<file path="config.mk">
export PLATFORM = sky130hd
export DESIGN_NAME = dm_store_buffer
export DESIGN_NICKNAME = d
export VERILOG_FILES = /design/src/rtl/dm_store_buffer.sv
export SDC_FILE = /design/constraint.sdc
export NUM_CORES = 1
export LEC_CHECK = 0
export ABC_CLOCK_PERIOD_IN_PS = 9420
export BUFFER_PORTS_ARGS = -buffer_cell sky130_fd_sc_hd__buf_2
export CAP_MARGIN = 30
export CORE_ASPECT_RATIO = 1.75
export CORE_MARGIN = 3
export CORE_UTILIZATION = 53
export DETAILED_ROUTE_END_ITERATION = 12
export PLACE_DENSITY = 0.88
export SLEW_MARGIN = 20
export SYNTH_ARGS = -nofsm -noshare
export SYNTH_HDL_FRONTEND = slang
export SYNTH_SLANG_ARGS = --single-unit
</file>
<file path="constraint.sdc">
create_clock -name clk -period 9.42 [get_ports clk]
set_input_delay 0.471 -clock clk [delete_from_list [all_inputs] [get_ports clk]]
set_output_delay 0.471 -clock clk [all_outputs]
set_load 0.02 [all_outputs]
</file>
<file path="src/rtl/dm_store_buffer.sv">
// dm_store_buffer: FIFO write buffer between the MEM-stage store path and DM.
// Stores retire here in one cycle and drain one per cycle when DM's single
// port is not needed by a load; loads hitting a pending word are stalled.
// Ports:
//   clk, reset          clock, synchronous active-high reset
//   st_*                store request in, st_ready = not full
//   ld_*                load request in, ld_stall / ld_data out
//   empty               no pending stores
//   dm_*                DM port (addr, wd, we, mode, pc out; rd in)
module dm_store_buffer #(
    parameter int DEPTH = 4,
    parameter int CW    = 3
) (
    input  logic        clk,
    input  logic        reset,
    input  logic        st_valid,
    input  logic [31:0] st_addr,
    input  logic [31:0] st_data,
    input  logic        st_byte,
    input  logic [31:0] st_pc,
    output logic        st_ready,
    input  logic        ld_req,
    input  logic [31:0] ld_addr,
    input  logic        ld_byte,
    output logic        ld_stall,
    output logic [31:0] ld_data,
    output logic        empty,
    output logic [31:0] dm_addr,
    output logic [31:0] dm_wd,
    output logic        dm_we,
    output logic        dm_mode,
    output logic [31:0] dm_pc,
    input  logic [31:0] dm_rd
);

    localparam int PW = $clog2(DEPTH);

    typedef struct packed {
        logic [31:0] addr;
        logic [31:0] data;
        logic        is_byte;
        logic [31:0] pc;
    } entry_t;

    entry_t          mem_q [DEPTH];
    logic [PW-1:0]   head_q;
    logic [PW-1:0]   tail_q;
    logic [CW-1:0]   count_q;

    logic            full;
    logic            push;
    logic            drain;
    logic            conflict;
    logic            hit;
    logic [PW-1:0]   idx;

    assign full     = (count_q == CW'(DEPTH));
    assign empty    = (count_q == '0);
    assign st_ready = !full;
    assign push     = st_valid && !full;

    // Compare the load word against every occupied slot, walking from head
    // so that only entries head..tail-1 take part.
    always_comb begin
        hit = 1'b0;
        idx = head_q;
        for (int i = 0; i < DEPTH; i++) begin
            idx = head_q + PW'(i);
            if ((CW'(i) < count_q) &&
                (mem_q[idx].addr[13:2] == ld_addr[13:2]))
                hit = 1'b1;
        end
    end

    assign conflict = ld_req && hit;

    // Reset gates the drain so no write reaches DM in the reset cycle.
    assign drain = !reset && !empty && (!ld_req || conflict);

    // A load issued alongside a store is held; the store wins the cycle.
    assign ld_stall = conflict || (ld_req && st_valid);
    assign ld_data  = dm_rd;

    always_comb begin
        dm_addr = ld_addr;
        dm_mode = ld_byte;
        dm_we   = 1'b0;
        dm_wd   = '0;
        dm_pc   = '0;
        if (drain) begin
            dm_addr = mem_q[head_q].addr;
            dm_mode = mem_q[head_q].is_byte;
            dm_we   = 1'b1;
            dm_wd   = mem_q[head_q].data;
            dm_pc   = mem_q[head_q].pc;
        end
    end

    // Entry payload carries no reset; contents are meaningless until pushed.
    always_ff @(posedge clk) begin
        if (push) begin
            mem_q[tail_q].addr    <= st_addr;
            mem_q[tail_q].data    <= st_data;
            mem_q[tail_q].is_byte <= st_byte;
            mem_q[tail_q].pc      <= st_pc;
        end
    end

    always_ff @(posedge clk) begin
        if (reset) begin
            head_q  <= '0;
            tail_q  <= '0;
            count_q <= '0;
        end else begin
            if (push)
                tail_q <= tail_q + PW'(1);
            if (drain)
                head_q <= head_q + PW'(1);
            case ({push, drain})
                2'b10:   count_q <= count_q + CW'(1);
                2'b01:   count_q <= count_q - CW'(1);
                default: count_q <= count_q;
            endcase
        end
    end

endmodule

</file>
Yosys cells after proc, flatten, opt, wreduce, memory -nomap -nowiden
Memories as Yosys holds them, arrays and structs flattened. A register that Yosys moved wholly into a read port is not among the register bits.
Cells that the tools add are included.
{"block": "classes", "n_addsub": 6, "order_cmp": 4, "reduce_logical": 17, "mux": 14, "shift": 0, "eq_ne": 7, "n_bitwise": 0, "n_div": 0, "n_mul": 0}
{"op": "2-to-1 mux 32 bit", "n": 3}
{"op": "== test 12 bit", "n": 4}
{"op": "logical AND 1 bit", "n": 9}
{"op": "2-to-1 mux 1 bit", "n": 8}
{"op": "< comparator 1 x 3 -> 1 bit, first input constant", "n": 2}
{"op": "< comparator 2 x 3 -> 1 bit, first input constant", "n": 2}
{"op": "case mux 3 bit (2 select lines)", "n": 1}
{"op": "adder 2 x 1 -> 2 bit, second input constant", "n": 2}
{"op": "adder 2 bit, second input constant", "n": 2}
{"op": "zero test 1 bit", "n": 4}
{"op": "2-to-1 mux 2 bit", "n": 2}
{"op": "adder 3 x 1 -> 3 bit, second input constant", "n": 1}
{"op": "== test 3 bit, second input constant", "n": 1}
{"op": "zero test 3 bit", "n": 1}
{"op": "subtractor 3 x 1 -> 3 bit, second input constant", "n": 1}
{"op": "== test 2 x 1 -> 1 bit, second input constant", "n": 1}
{"op": "== test 2 bit, second input constant", "n": 1}
{"op": "logical OR 1 bit", "n": 2}
{"op": "nonzero test 2 bit", "n": 1}
{"block": "word_totals", "regBits": 7, "latch_bits": 0, "memories": 1, "mem_bits_rw": 388, "elab_cells": 52, "romBits": 0}
{"memory": "mem_q", "words": 4, "word_bits": 97, "read_ports": 4, "rd_ports_with_merged_regs": 1, "wr": 1, "line": "45", "text": "entry_t mem_q [DEPTH];"}

Logic depth before layout (Yosys ltp)
An unclocked memory read counts as a cell.
{"block": "logic_depth", "ltp_word": 12, "mapped_depth": 17, "mapped_depth_nobuf": 13}

Least setup slack after synthesis
OpenSTA, ideal clock, no wires.
{"block": "synth_path", "path_type": "register -> register", "startpoint": "register with a tool-made name", "endpoint": "register count_q[2]", "synth_period_minus_slack_ns": 3.932, "stages_incl_launch_ff": 16, "slack_ns": 5.488, "t_arrival_ns": 3.861, "setup_time_ns": 0.070, "path_cell_list": "dfxtp_1 -> buf_2 -> buf_2 -> mux4_2 -> xnor2_1 -> nand4_1 -> nor3_1 -> a31o_2 -> a2111oi_2 -> or3_1 -> buf_6 -> clkbuf_1 -> inv_1 -> ha_1 -> or3_1 -> a21oi_1"}
{"element": "end signal, assigned", "line": "120", "text": "2'b10: count_q <= count_q + CW'(1);"}
{"element": "end signal, assigned", "line": "121", "text": "2'b01: count_q <= count_q - CW'(1);"}
{"element": "end signal, assigned", "line": "122", "text": "default: count_q <= count_q;"}
{"element": "end, declared", "line": "48", "text": "logic [CW-1:0] count_q;"}

Final worst setup path
{"block": "layout_path", "startpoint": "register head_q[0]", "endpoint": "output port dm_addr[24]"}
{"block": "layout_via", "elab_chain_len": 11}
{"element": "start, declared", "line": "46", "text": "logic [PW-1:0] head_q;"}
{"element": "start signal, assigned", "line": "118", "text": "head_q <= head_q + PW'(1);"}
{"element": "adder 2 x 1 -> 2 bit", "line": "68", "text": "idx = head_q + PW'(i);"}
{"element": "memory read (4 x 97 bit) *"}
{"element": "== test 12 bit", "line": "70", "text": "(mem_q[idx].addr[13:2] == ld_addr[13:2]))"}
{"element": "logical AND 1 bit", "line": "69", "text": "if ((CW'(i) < count_q) &&"}
{"element": "2-to-1 mux 1 bit (2 in series)", "line": "69"}
{"element": "2-to-1 mux 1 bit *", "line": "69"}
{"element": "logical AND 1 bit *", "line": "75", "text": "assign conflict = ld_req && hit;"}
{"element": "logical OR 1 bit *", "line": "78", "text": "assign drain = !reset && !empty && (!ld_req || conflict);"}
{"element": "logical AND 1 bit *", "line": "78"}
{"element": "2-to-1 mux 32 bit *", "line": "90", "text": "if (drain) begin"}
{"element": "end, declared", "line": "28", "text": "output logic [31:0] dm_addr,"}
Mark *: on every way between the ends. The rest lies on a longest branch, timed or not.

==> impl_metrics.yaml <==
outcome:
  status: "completed"
min_path:
  hold_path.class: "input pin to register"
  hp-start: "st_addr[23]"
yosys:
  syn_area_per_cell_sq_um: 19.9
  async_flop_share_pct: 0
  yosysMostFrequentCell: "edfxtp_1"
  synth_fp_nets: 1041
  synth_commonest_cells: "388 x edfxtp_1, 110 x mux4_2, 65 x nor2b_1, 39 x xnor2_1, 36 x clkbuf_1"
  ys_seq_area_share_pct: 68.7
  synth_top_area_share_pct: 67.7
  synthFlopType: "edfxtp_1"
  synth_warnings: 0
  syn_area_sq_um: 17200
  synth_area_leaders: "edfxtp_1 68%, mux4_2 14%, mux2_4 2.9%, nor2b_1 2.4%, xnor2_1 2.0%"
  netlist_instances: 866
  synth_top_area_cell: "edfxtp_1"
  synth-edff-count: 388
  ys_ff_latch: 397
  yosysUniqueCellTypes: 46
setup_path:
  cp_top_family: "buffers and inverters"
  worstSetupPathType: "register to output pin"
  setup.worst_path.start: "head_q[0]"
  start_kind: "register"
  cpPeakStageDelay_ns: 0.70
  crit_chain: "buf_4 -> mux4_1 -> xnor2_1 -> nand2_1 -> nor4_1 -> a31o_2 -> a2111oi_2 -> or3_4 -> buf_4 -> mux2_4 -> buf_2"
  arrival_ns: 5.30
  crit_slowest_cell: "or3_4"
  r2r_start: "head_q[0]"
  endpoint_kind: "output pin"
  crit_required_ns: 8.95
  rrSetupSlack_ns: 4.73
  crit_fanout: 53
  cpMostUsedCell: "buf_4"
  critPathBufInv: 3
timing:
  fin_crit_sh_pct: 61.2
  clock.fmax_ghz: 0.173
  finalMaxSlewViolations: 0
  fin_crit_ns: 5.77
  finalSetupViolations: 0
  finalWorstSetupSlack_ns: 3.65
  tns_ns: 0
  relSlewSlack_pct: 42.2
  tightest_slew_ns: 0.867
  finClkSkew_ns: 0.0108
  rsz0062_at_grt: "no"
  finalHoldViolations: 0
die:
  core-area_sq_um: 31700
  die_area_sq_um: 34800
  die_w_um: 142
  die_y_um: 244
  rows: 86
  ios: 299
  initial_utilization_pct: 54.2
clock_tree:
  cts_buffer_depth: 3
  cts_max_level: 2
  clk_pin_slew_ns: 0.06
  cts_hold_buf: 0
  postCtsSetupRepairBufs: 0
  cts_tree: "built"
  cts_buffers: 35
  clock-root-buffer: "clkbuf_16"
  cts_resized: 0
  clkLatencyLatePin_ns: 0.51
  cts_sinks: 397
global_routing:
  grt_max_degree: 57
  first_global_vias: 9221
  antenna_found_initial: 12
  grt_overflow_total: 0
  grt_usage_pct: 21.2
  grt_first_pass_wirelength_um: 55200
placed_design:
  hpwl_um: 24000
  gp_congestion: 0.860
  place_ws_ns: 3.96
  io_buffer_count: 234
  place_inst: 1421
  postPlaceCellArea_sq_um: 18400
layout:
  finalNonFillerCells: 1493
  fillers: 2157
  nets: 1238
  area_growth_pct: 13.7
  layout-drive-gt1-share_pct: 41.8
  final_area_sq_um: 19600
drt:
  viasPerCell: 5.86
  route.vias.total: 8751
  post_drt_wl_per_cell_um: 24.5
  wl_um: 36600
  drt_iter0_drc: 560
  first_pass_iters: 5
  final_antenna_net_count: 0
  drc_errors: 0
pwr:
  vdd.ir_drop.worst_v: 0.000171
  p_leak_nw: 6.74
  p_per_area_nw_per_um2: 216
  power.total_mw: 4.23
run:
  drv_cap: 0
report_power, final:
group / switching (mW) / total (mW) / leakage [nW] / internal (mW)
Combinational: 0.399 / 0.754 / 2.57 / 0.356
Sequential: 0.0493 / 2.11 / 3.64 / 2.06
Clock: 0.588 / 1.37 / 0.529 / 0.783
Total: 1.04 / 4.23 / 6.74 / 3.20
area by class of cell:
cell class | instances | area [sq um] | area share [%]
Antenna cell | 10 | 25.0 | 0.128
Clock buffer | 46 | 970 | 4.95
Clock inverter | 15 | 129 | 0.658
Inverter | 10 | 37.5 | 0.192
Multi-Input combinational cell | 373 | 4780 | 24.4
Sequential cell | 397 | 11800 | 60.5
Tap cell | 396 | 495 | 2.53
Timing Repair Buffer | 246 | 1300 | 6.65
per-stage QoR:
stage,hold WS [ns],utilization (%)
finish,0.173,61.7
global route,0.155,61.7
CTS,0.143,61.5
detailed placement,0.590,58.0
global placement,0.570,58.0
floorplan,0.510,-
registers in the layout (all words and copies together) (netlist names), named ones only:
name,count
mem_q,388
count_q,3
head_q,2
tail_q,2
cells in the final DEF, fill, tap and decap left out, types with 2 or more instances in the layout:
cell	instances
o21ai_0	4
xnor2_1	39
dfxtp_4	2
a2111oi_2	2
diode_2	10
nor2b_1	65
or3_1	3
buf_2	234
and2_1	2
clkinv_2	2
and3_4	4
inv_1	9
nand4_1	6
mux2i_1	29
edfxtp_1	388
a31oi_1	3
dfxtp_1	6
buf_16	2
nand3_1	3
clkinv_1	7
clkbuf_16	37
mux2_2	4
clkinvlp_4	2
o2bb2ai_1	2
nor2_1	12
buf_4	10
nand2_1	5
a21oi_1	6
clkbuf_1	8
nor3_1	6
ha_1	9
mux4_2	110
inv_6	2
mux2_4	33
bufinv_16	2
xor2_1	10
routing by layer:
metal  up-vias  part of all wire [%]  GRT usage (%)
met4         2                   6.6           12.5
li1       3833                     -              -
met1      4476                    34           24.1
met5         -                 0.022              0
met3       115                   5.6           3.76
met2       325                    54           36.9
final timing paths:
check / endpoint / cells after the start
setup / recovery: dm_addr[24] / 11
hold / removal: mem_q[0][88] / 1
setup reg to reg: count_q[2] / 12
hold reg to reg: count_q[1] / 2
kinds of logic (layout without fill, tap and decap cells):
group	after synthesis	after routing	synth area share, %
adder cells (fa/ha/maj)	9	9	0.654
other	0	10	0
AO/OA/AOI/OAI	26	26	1.24
XOR/XNOR	49	49	2.49
multiplexers	177	177	19.4
AND/OR/NAND/NOR	112	112	3.87
flip-flops	397	397	68.7
buffers and inverters	96	317	3.65
(Power assumes the default switching activity.)
